## src/rtl/id_token_stat.sv

```systemverilog
// id_token_stat: tracks identifier tokens alongside an upstream recognizer and keeps length/count statistics
module id_token_stat #(
  parameter int CNT_W = 16
) (
  input  logic             clk,
  input  logic             reset_n,
  input  logic [7:0]       char,
  input  logic             match,
  input  logic             clear,
  output logic [CNT_W-1:0] id_count,
  output logic [7:0]       last_len,
  output logic [7:0]       max_len,
  output logic             id_done,
  output logic             sync_err
);
  typedef enum logic [1:0] {IDLE, ALPHA, NUM} trk_t;
  trk_t trk, trk_nx;
  logic [7:0] run_len, run_nx;
  logic is_let, is_dig, term, desync;
  always_comb begin
    is_let = (char >= "a" && char <= "z") || (char >= "A" && char <= "Z");
    is_dig = char >= "0" && char <= "9";
    term   = match && !is_let && !is_dig;
    desync = match != (trk == NUM);
    trk_nx = is_let ? ALPHA : (is_dig && trk != IDLE) ? NUM : IDLE;
    run_nx = (!is_let && !is_dig) || (trk == IDLE && is_dig) ? 8'd0 :
             trk == IDLE ? 8'd1 :
             run_len == 8'd255 ? 8'd255 : run_len + 8'd1;
  end
  always_ff @(posedge clk or negedge reset_n) begin
    if (!reset_n) begin
      trk     <= IDLE;
      run_len <= '0;
    end else if (clear) begin
      trk     <= IDLE;
      run_len <= '0;
    end else begin
      trk     <= trk_nx;
      run_len <= run_nx;
    end
  end
  // a clear in the same cycle as a terminator wins, so the token is never counted
  always_ff @(posedge clk or negedge reset_n) begin
    if (!reset_n) begin
      id_count <= '0;
      last_len <= '0;
      max_len  <= '0;
      id_done  <= 1'b0;
      sync_err <= 1'b0;
    end else if (clear) begin
      id_count <= '0;
      last_len <= '0;
      max_len  <= '0;
      id_done  <= 1'b0;
      sync_err <= 1'b0;
    end else begin
      id_done  <= term;
      sync_err <= sync_err | desync;
      if (term) begin
        id_count <= id_count + CNT_W'(id_count != '1);
        last_len <= run_len;
        max_len  <= run_len > max_len ? run_len : max_len;
      end
    end
  end
endmodule

```

## config.mk

```make
export PLATFORM = sky130hd
export DESIGN_NAME = id_token_stat
export DESIGN_NICKNAME = d
export VERILOG_FILES = /design/src/rtl/id_token_stat.sv
export SDC_FILE = /design/constraint.sdc
export NUM_CORES = 1
export LEC_CHECK = 0
export ABC_AREA = 1
export ABC_CLOCK_PERIOD_IN_PS = 2200
export CAP_MARGIN = 20
export CORE_MARGIN = 1.5
export CORE_UTILIZATION = 30
export DETAILED_ROUTE_END_ITERATION = 10
export GPL_ROUTABILITY_DRIVEN = 0
export PLACE_DENSITY = 0.52
export SETUP_SLACK_MARGIN = 0.15
export SYNTH_ARGS = -nofsm -noshare
export SYNTH_HDL_FRONTEND = slang
export SYNTH_SLANG_ARGS = --single-unit
```

## constraint.sdc

```tcl
create_clock -name clk -period 2.2 [get_ports clk]
set_input_delay 0.33 -clock clk [delete_from_list [all_inputs] [get_ports clk]]
set_output_delay 0.33 -clock clk [all_outputs]
set_load 0.005 [all_outputs]
```

; ---- Word-level counts from Yosys, hierarchy flattened
; Cells that the tools add are included.
[classes]
n_mux = 16
reduce_logical = 17
eq_ne = 4
bitwise = 1
order_cmp = 7
add_sub_neg = 2
shift = 0
n_mul = 0
div_mod_pow = 0
[op_table]
columns = cell, n
row1 = $mux W8, 9
row2 = $mux W16, 2
row3 = $add A16 B1 Y16, 1
row4 = $ge A8 B7 Y1 const B, 2
row5 = $le A8 B7 Y1 const B, 2
row6 = $ne A16 B16 Y1 const B, 1
row7 = $add A8 B1 Y8 const B, 1
row8 = $eq A8 B8 Y1 const B, 1
row9 = $ge A8 B6 Y1 const B, 1
row10 = $gt A8 B8 Y1, 1
row11 = $le A8 B6 Y1 const B, 1
row12 = $logic_and A1 B1 Y1, 8
row13 = $mux W2, 3
row14 = $reduce_bool A2 Y1, 3
row15 = $eq A2 B2 Y1 const B, 1
row16 = $logic_not A1 Y1, 2
row17 = $logic_not A2 Y1, 1
row18 = $logic_or A1 B1 Y1, 2
row19 = $mux W1, 2
row20 = $reduce_and A2 Y1, 1
row21 = $ne A1 B1 Y1, 1
row22 = $or A1 B1 Y1, 1
[totals]
mem_bits_ro = 0
ram_bits = 0
regBits = 44
output_inout_bits = 34
memories = 0
input_bits = 12
latch_bits = 0

; ---- Logic depth before layout (Yosys ltp)
[depth]
ltp_word = 8
mapped_depth = 12

; ---- Worst setup path before layout
; Ideal clock, no wire load.
[synth_timing]
kind = reg-to-reg
startpoint = register id_count[5]
endpoint = register id_count[8]
synth_period_minus_slack_ns = 1.831
setup_time_ns = 0.118
path_stages_with_launch = 11
arrival_ns = 1.713
slack_ns = 0.369
required_time_ns = 2.082
cell_sequence = dfrtp_1 nand2_1 nor3_1 nand4_1 ha_1 ha_1 inv_1 nor2_1 a21o_1 nand3_1 o21ai_2
[synth_via]
elab_chain_cells = 4
[synth_lines]
columns = item, line_no
row1 = from (decl), 10  ; output logic [CNT_W-1:0] id_count,
row2 = from (signal assigned), 60  ; id_count <= id_count + CNT_W'(id_count != '1);
row3 = $ne A16 B16 Y1, 60
row4 = $add A16 B1 Y16 *, 60
row5 = $mux W16 *, 59  ; if (term) begin
row6 = $mux W16 *, 50  ; end else if (clear) begin
; Mark *: on every way between the ends. The rest lies on a longest branch, timed or not. The select of a mux whose other input is x is not followed.
; A chain may end at the register's enable or synchronous reset.

; ---- Worst setup path in the final report
[layout_timing]
startpoint = register id_count[1]
endpoint = register id_count[6]
; Same word-level chain as after synthesis.

==> impl_metrics.ini <==
[run_status]
status = completed

[power_and_ir_drop]
swShare_pct = 24.2
powerDensity_nw_per_um2 = 476
comb_power_share_pct = 9.5
peakVddDrop_v = 0.000322
switchingPower_uw = 386
p_leak_uw = 0.00155
internal-power_uw = 1210
power_frac_seq_pct = 51.6
clock_power_share_pct = 38.9

[routing]
wl_per_cell_um = 13.5
via_per_inst = 4.78
dr_total_vias = 2348
drtAntennaViolNets = 0
drc = 0
drt_iter0_drc = 58
routed_wl_um = 6620
dr.pass1.iters = 4

[worst_setup_path]
worst-path-buf-inv = 1
cp_top_family = simple AND/OR/NAND/NOR gates
worst_setup_path_start_kind = register
max_stage_delay_ns = 0.48
worst_path_max_delay_cell = dfrtp_1
cp_max_fo = 7
cp_cell_sequence = nand2_1 > nor3_1 > nand4_1 > ha_2 > ha_2 > inv_1 > nor3_4 > xor2_1 > nand3_1 > o21ai_0
critPathArrivalTime_ns = 2.17
critPathRequiredTime_ns = 2.43
crit_top_cell = ha_2
end_kind = register
crit_type = register to register

[worst_hold_path]
hold_path_class = primary input to asynchronous set/reset pin

[global_route]
grtUsageTotal_pct = 15.7
grt-ovfl-total = 0
antenna_found_initial = 0
first_global_vias = 2278
grt_max_degree = 19
grt_pass1_wl_um = 10900

[flow_run]
drv_cap = 0

[sta]
slew_headroom_pct = 71.5
max_freq_ghz = 0.514
hold_viol = 0
rsz0062_at_grt = no
whs_ns = 0.482
period_minus_slack_ns = 1.95
fin_ws_ns = 0.254
fin_crit_sh_pct = 88.5
finalSetupViolCount = 0
tns_ns = 0
finalClockSkew_ns = 0.00966
tightest_slew_ns = 0.428
slew_violations = 0

[cts]
root_buffer = clkbuf_8
htree_levels = 2
cts_buffers = 5
clkSinkCount = 44
clock_latency_ns = 0.30
cts_buffer_depth = 2
cts_tree = built
path_clk_slew_ns = 0.09

[final_layout]
fin_util_pct = 40.6
drive_above_1_share_pct = 15.8
antenna-diode-count = 0
nets = 408
final_area_um2 = 3350
area_growth_pct = 30.9

[placed_design]
place_hpwl_um = 4840
dp_slack_ns = 0.166
port-buffer-count = 45
post_dp_cell_area_um2 = 3130

[die]
die_x_um = 95.4
ioPinCount = 46
num_rows = 33
fp.dieArea_um2 = 9100
core-area_um2 = 8260
die_y_um = 95.4
start_util_pct = 31.0

[synth]
yosysUniqueCellTypes = 29
synth_seq_cells = 44
synth_nets = 345
ys_seq_area_share_pct = 43.0
synthCells = 322
syn_area_per_cell_um2 = 7.95
netlist_area_um2 = 2560
yosys_warnings = 0
## flip-flops by register name (all words and copies together), names as in the netlist
signal    count
id_count     16
run_len       8
max_len       8
trk           2
last_len      8
sync_err      1
id_done       1
## kinds of logic after synthesis
family | count (synthesis) | synth area share (%)
compound gates | 35 | 7.57
flops | 44 | 43.0
simple gates | 180 | 33.6
buf+inv | 45 | 8.11
fa+ha+maj | 11 | 5.37
xor+xnor | 7 | 2.39
## per-stage QoR
stage / power, uW / cells
2_1_floorplan: 915 / 322
3_3_place_gp: 989 / 473
3_5_place_dp: 989 / 473
4_1_cts: 1620 / 482
5_1_grt: 1670 / 491
6_report: 1600 / 491
## worst paths after layout
kind | start | depth (start not counted) | endpoint | slack (ns)
setup / recovery | id_count[1] | 10 | id_count[6] | 0.25
hold / removal | reset_n | 2 | id_count[12] | 0.48
setup reg to reg | id_count[1] | 10 | id_count[6] | 0.25
hold reg to reg | last_len[6] | 2 | last_len[6] | 0.48
max in group asynchronous | reset_n | 3 | id_count[4] | 1.08
min in group clk | last_len[6] | 2 | last_len[6] | 0.48
## cell usage after synthesis, drive strengths merged
master	instances	area, um^2
xor2	7	61.3
o21a	1	7.51
inv	39	149
buf	6	58.8
dfrtp	44	1100
nand3	38	210
nand4	15	93.8
o21ai	22	118
ha	11	138
a21oi	10	50.1
nand2	82	325
a21boi	1	11.3
or2	1	6.26
nor3	9	66.3
a21o	1	7.51
nor2	35	158
## area by class of cell
cell class	count	area (um^2)
Fill cell	886	4910
Multi-Input combinational cell	233	1280
Sequential cell	44	1110
Timing Repair Buffer	62	576
Inverter	39	149
Tap cell	105	131
Clock buffer	6	72.6
Clock inverter	2	35.0
## power by group through the flow
stage	logic (uW)	registers, uW	clock network [uW]
after floorplan	77.4	838	0
after global placement	150	839	0
after detailed placement	150	839	0
after CTS	152	823	640
after global routing	169	825	674
final	151	823	621
## routing by layer
layer / global-route usage [%] / wire length, um
met5: 0 / 0
met4: 4.41 / 70
met3: 2.71 / 188
met2: 26.1 / 3190
met1: 21.1 / 3170
## timing repair
item                                    in CTS  in global routing
buffers inserted                             0                  9
endpoints found under the setup margin       1                  8
pin swaps                                    1                  3
endpoints found under the hold margin       16                  0
hold buffers                                 1                  0
resized for setup                            0                 19
## worst register-to-register path, delay by kind of cell (launching register included)
kind                     cells  cell delay (ns)
XOR/XNOR                     1             0.21
adder cells (fa/ha/maj)      2             0.41
AO/OA/AOI/OAI                1             0.07
buffers and inverters        1             0.09
AND/OR/NAND/NOR              5             0.63
flip-flops                   1             0.48
## placed cells by master (no fill, tap or decap), drive strengths merged
cell,n
a21boi,1
a21o,1
a21oi,10
buf,17
bufinv,1
clkbuf,6
clkdlybuf4s50,44
clkinv,1
dfrtp,44
dlygate4sd3,1
ha,11
inv,39
nand2,82
nand3,38
nand4,15
nor2,35
nor3,9
o21a,1
o21ai,22
or2,1
xor2,7
No activity file was read; power rests on OpenSTA's default activity.
